<file path="src/rtl/main_decoder_pkg.sv">
// rtl/main_decoder_pkg.sv - opcode, immediate-format and ALU-class encodings shared by the RV32I decoders
package main_decoder_pkg;

  localparam logic [6:0] OP_LOAD   = 7'b0000011;
  localparam logic [6:0] OP_STORE  = 7'b0100011;
  localparam logic [6:0] OP_RTYPE  = 7'b0110011;
  localparam logic [6:0] OP_ITYPE  = 7'b0010011;
  localparam logic [6:0] OP_BRANCH = 7'b1100011;

  localparam logic [1:0] IMM_I = 2'b00;
  localparam logic [1:0] IMM_S = 2'b01;
  localparam logic [1:0] IMM_B = 2'b10;

  localparam logic [1:0] ALUOP_ADD   = 2'b00;
  localparam logic [1:0] ALUOP_SUB   = 2'b01;
  localparam logic [1:0] ALUOP_FUNCT = 2'b10;

  typedef struct packed {
    logic       reg_write;
    logic [1:0] imm_src;
    logic       alu_src;
    logic       mem_write;
    logic       result_src;
    logic       branch;
    logic [1:0] alu_op;
    logic       illegal;
  } ctrl_t;

  // All-zero control word: no register write, no memory write, no branch.
  localparam ctrl_t CTRL_NOP = '0;

endpackage

</file>
<file path="src/rtl/main_decoder_lut.sv">
// rtl/main_decoder_lut.sv - pure combinational opcode-to-control table
module main_decoder_lut
  import main_decoder_pkg::*;
(
  input  logic [6:0] op,
  output ctrl_t      ctrl
);

  always_comb begin
    ctrl = CTRL_NOP;
    case (op)
      OP_LOAD: begin
        ctrl.reg_write  = 1'b1;
        ctrl.imm_src    = IMM_I;
        ctrl.alu_src    = 1'b1;
        ctrl.result_src = 1'b1;
        ctrl.alu_op     = ALUOP_ADD;
      end
      OP_STORE: begin
        ctrl.imm_src   = IMM_S;
        ctrl.alu_src   = 1'b1;
        ctrl.mem_write = 1'b1;
        ctrl.alu_op    = ALUOP_ADD;
      end
      OP_RTYPE: begin
        ctrl.reg_write = 1'b1;
        ctrl.imm_src   = IMM_I;
        ctrl.alu_op    = ALUOP_FUNCT;
      end
      OP_ITYPE: begin
        ctrl.reg_write = 1'b1;
        ctrl.imm_src   = IMM_I;
        ctrl.alu_src   = 1'b1;
        ctrl.alu_op    = ALUOP_FUNCT;
      end
      OP_BRANCH: begin
        ctrl.imm_src = IMM_B;
        ctrl.branch  = 1'b1;
        ctrl.alu_op  = ALUOP_SUB;
      end
      default: ctrl.illegal = 1'b1;
    endcase
  end

endmodule

</file>
<file path="src/rtl/main_decoder.sv">
// rtl/main_decoder.sv - RV32I main control decoder with sticky illegal flag; MAIN_DECODER_OUT_REG_EN registers the outputs
module main_decoder
  import main_decoder_pkg::*;
(
  input  logic       clk,
  input  logic       rst_n,
  input  logic [6:0] Op,
  output logic       RegWrite,
  output logic [1:0] ImmSrc,
  output logic       ALUSrc,
  output logic       MemWrite,
  output logic       ResultSrc,
  output logic       Branch,
  output logic [1:0] ALUOp,
  output logic       IllegalOp,
  output logic       IllegalSeen
);

  ctrl_t ctrl_comb;
  ctrl_t ctrl_out;
  logic  illegal_seen;

  main_decoder_lut u_lut (
    .op   (Op),
    .ctrl (ctrl_comb)
  );

`ifdef MAIN_DECODER_OUT_REG_EN
  ctrl_t ctrl_q;

  always_ff @(posedge clk or negedge rst_n) begin
    if (!rst_n) begin
      ctrl_q <= CTRL_NOP;
    end else begin
      ctrl_q <= ctrl_comb;
    end
  end

  assign ctrl_out = ctrl_q;
`else
  assign ctrl_out = ctrl_comb;
`endif

  // Sticky: tracks the visible IllegalOp, so it lags one stage more when outputs are registered.
  always_ff @(posedge clk or negedge rst_n) begin
    if (!rst_n) begin
      illegal_seen <= 1'b0;
    end else if (ctrl_out.illegal) begin
      illegal_seen <= 1'b1;
    end
  end

  assign RegWrite    = ctrl_out.reg_write;
  assign ImmSrc      = ctrl_out.imm_src;
  assign ALUSrc      = ctrl_out.alu_src;
  assign MemWrite    = ctrl_out.mem_write;
  assign ResultSrc   = ctrl_out.result_src;
  assign Branch      = ctrl_out.branch;
  assign ALUOp       = ctrl_out.alu_op;
  assign IllegalOp   = ctrl_out.illegal;
  assign IllegalSeen = illegal_seen;

endmodule

</file>
<file path="config.mk">
export PLATFORM = sky130hd
export DESIGN_NAME = main_decoder
export DESIGN_NICKNAME = d
export VERILOG_FILES = /design/src/rtl/main_decoder_pkg.sv /design/src/rtl/main_decoder_lut.sv /design/src/rtl/main_decoder.sv
export SDC_FILE = /design/constraint.sdc
export NUM_CORES = 1
export LEC_CHECK = 0
export ABC_AREA = 1
export CORE_AREA = 5 5 42 44
export CTS_BUF_LIST = sky130_fd_sc_hd__clkbuf_4
export DETAILED_ROUTE_END_ITERATION = 10
export DIE_AREA = 0 0 47 49
export MAX_ROUTING_LAYER = met4
export PLACE_DENSITY_LB_ADDON = 0.05
export RECOVER_POWER = 50
export SYNTH_ARGS = -nofsm -noshare
export SYNTH_HDL_FRONTEND = slang
export SYNTH_HIERARCHICAL = 1
export SYNTH_SLANG_ARGS = --single-unit
export TNS_END_PERCENT = 20
</file>
<file path="constraint.sdc">
create_clock -name clk -period 1.2 [get_ports clk]
set_input_delay 0.24 -clock clk [delete_from_list [all_inputs] [get_ports clk]]
set_output_delay 0.24 -clock clk [all_outputs]
set_load 0.05 [all_outputs]
</file>
; Word-level counts from Yosys, hierarchy flattened
; Index checks and enable logic that the tools add are counted.
[classes]
reduce_logical = 4
div = 0
addsub = 0
magnitude_cmp = 0
n_shift = 0
mux = 8
n_eq_ne = 5
multipliers = 0
bitwise_logic = 0
[op_table]
columns = cell, n
row1 = "7-bit by 6-bit == test with 1-bit output, second input constant", 2
row2 = 2-bit case mux with 2 select lines, 2
row3 = "7-bit by 2-bit == test with 1-bit output, second input constant", 1
row4 = "7-bit by 5-bit == test with 1-bit output, second input constant", 1
row5 = "7-bit == test, second input constant", 1
row6 = 1-bit two-way mux, 6
row7 = 3-bit OR reduction, 2
row8 = 5-bit OR reduction, 1
row9 = 2-bit OR reduction, 1
[word_totals]
n_memories = 0
mem_bits_rw = 0
latchBits = 0
mem_bits_ro = 0
input_bits = 9
elab_cells = 18
ff_bits = 1

; Logic depth before layout (Yosys ltp)
[depth]
depth_word = 3
depth_mapped = 5

; Cells and area by module
; The synthesis kept the hierarchy.
[modules_own_cells]
columns = mod, cells_each, area_each_um2, n_inst
row1 = main_decoder_lut, 23, 118.9, 1
row2 = main_decoder, 4, 36.3, 1

; Worst setup path after synthesis
; OpenSTA, ideal clock, no wires.
[synth_path]
path_type = input -> output
from = in Op[1]
to = out Branch
path_stages = 5
required_ns = 0.960
arrival_ns = 1.517
slack_ns = -0.557
path_cell_list = nand2_1 > inv_1 > nand3_2 > nor2_1 > buf_4
[synth_between]
elab_chain_len = 2
[synth_rtl]
columns = element, line
row1 = start: declaration, main_decoder.sv:7  ; input logic [6:0] Op,
row2 = 7-bit == test, main_decoder_lut.sv:11  ; case (op)
row3 = 1-bit two-way mux, main_decoder_lut.sv:11
row4 = end: declaration, main_decoder.sv:13  ; output logic Branch,
; No other way between the ends.

; Worst setup path in the final report
[layout_path]
from = in Op[3]
to = out Branch
; The elaborated chain is that of the path after synthesis.

==> flow_summary.ini <==
[timing]
finalHoldViolCount = 0
worst_pin_slew_ps = 206.4
maxSlewHeadroom_pct = 86.21
drv_slew = 0
rsz0062_at_grt = true
fmax_mhz = 817.0
period_needed_ps = 1224
skew_ps = 0
layout_setup_ws_ps = -23.96
finalCritPeriodShare_pct = 102.0
setup_violations = 6

[floorplanning]
ios = 20
fp.dieW_um = 47
num_rows = 14
dieHeight_um = 49
die_area_mm2 = 0.002303
core_area_mm2 = 0.001401
initial_core_util_pct = 11.07

[power_and_ir_drop]
p_total_w = 0.0001285
ir_worst_vdd_mv = 0.07797
powerDensity_mw_per_mm2 = 240.6
p_leak_nw = 0.2364

[routing]
ant_nets = 0
drt_iter0_markers = 2
routed_wirelength_um = 565
wl_per_cell_um = 8.968
remaining_drc_errors = 0
drtPass1Iterations = 2
vias = 222
via_per_inst = 3.524

[synth]
synth_warnings = 6
synth_seq_cells = 1
synth_top_area_cell = nor2_1
synth_area_um2 = 155.1
synth_area_leaders = nor2_1, dfrtp_1, inv_1
synth_cell_types = 11
synthesis.nets = 36
postSynthAreaPerCell_um2 = 5.746
yosysSeqAreaShare_pct = 16.13
yosysTopAreaCellShare_pct = 16.94
netlist_instances = 27

[placement]
post-dp-hpwl_um = 509.8
io_buffer_count = 19
place_ws_ps = -438.2
gp_congestion = 0.6869

[global_routing]
globalRouteOverflowTotal = 0
global_route.usage.met3_pct = 0
track_usage_pct = 5.472
met2_usage_pct = 9.502
antenna_found_initial = 0
grt-busiest-layer = met2
use_met1_pct = 7.407
grt_max_degree = 5
grt_pass1_wl_um = 986
grt_pass1_vias = 235

[cts]
clock_latency_ps = 0
ctsHoldBuffers = 0
cts.clk_slew.worst_paths_ps = 0

[critical_path]
crit_arrival_ps = 980
end_kind = output pin
crit_start = Op[3]
critical_path.max_fanout = 3
timing.rr.start = IllegalSeen
critPathKind = input port to output pin
critPathRequiredTime_ps = 960
critPathLaunchType = input port

[outcome]
status = finished with violations
violations = negative setup slack

[cells_and_area]
largest_register_ffs = 1
fillers = 149
antenna_cells = 0
area_delta_synth_final_pct = 244.4
nets = 58
drive_gt1_share_pct = 72.34

[run]
drv_cap = 0

[worst_hold_path]
holdCritPathClass = input port to asynchronous set/reset pin
-- per-stage QoR --
stage | cell area, µm² | util [%] | TNS [ps] | hold slack, ps | instances
CTS | 531.8 | 37.95 | -229.8 | 391.3 | 63
detailed placement | 483.0 | 34.46 | -4124 | 390.8 | 62
finish | 534.3 | 38.13 | -85.06 | 456.1 | 63
global placement | 483.0 | 34.46 | -4059 | 389.7 | 62
global route | 534.3 | 38.13 | -579.7 | 469.3 | 63
floorplan | 162.7 | - | -1218 | -55.59 | 27
-- cells by family (layout without fill, tap and decap cells) --
group / after synthesis / in the layout / synth area share, %
AOI/OAI and AO/OA: 1 / 1 / 3.223
buffers and inverters: 9 / 29 / 26.61
DFF: 1 / 1 / 16.13
and+or+nand+nor: 16 / 16 / 54.03
-- critical path: stages --
cell and delay [ps]:
buf_6 100, nor2_4 170, nand3_4 110, nor2_4 200, buf_12 170
-- final timing paths --
kind | slack [ps] | end | cells past startpoint
max | -20 | Branch | 5
min | 460 | IllegalSeen | 1
max reg2reg | 600 | IllegalSeen | 2
min reg2reg | 510 | IllegalSeen | 2
max in group asynchronous | 640 | IllegalSeen | 1
min in group clk | 510 | IllegalSeen | 2
-- repair_timing --
action | CTS | global route
gates resized for setup | 42 | 1
pin swaps | 8 | 5
setup endpoints to repair | 11 | 10
buffers inserted | 1 | 0
hold endpoints to repair | 0 | 0
-- cell usage after synthesis --
cell     instances
nor2_1           7
inv_1            6
nand2_1          4
buf_4            2
nand3_2          2
dfrtp_1          1
inv_2            1
nand3_1          1
nor2_2           1
nor2_4           1
o21ai_0          1
-- cell type report --
class | count | area, µm² | area share [%]
Inverter | 7 | 26.28 | 4.918
Multi-Input combinational cell | 17 | 155.1 | 29.04
Sequential cell | 1 | 25.02 | 4.684
Tap cell | 16 | 20.02 | 3.747
Timing Repair Buffer | 22 | 307.8 | 57.61
-- power breakdown --
part	total (W)	switching, W	internal (W)	leakage [nW]
logic	0.0000942	0.0000503	0.0000439	0.228
registers	0.0000343	0	0.0000343	0.00875
clock network	0	0	0	0
-- cell usage in the layout, fill, tap and decap left out --
master,count
buf_12,11
nor2_4,7
inv_1,4
nand2_1,4
buf_4,4
buf_2,3
inv_2,3
buf_6,2
nand3_4,2
nor2_1,2
dfrtp_1,1
clkdlybuf4s15_1,1
dlygate4sd3_1,1
o21ai_2,1
nand3_2,1
-- per-layer routing --
| metal | share of wire [%] | vias up |
|---|---|---|
| met5 | 0 | - |
| met3 | 9.6 | 0 |
| met2 | 53 | 11 |
| met1 | 37 | 95 |
| li1 | - | 116 |
| met4 | 0 | 0 |
Power figures use the tool's default switching activity.
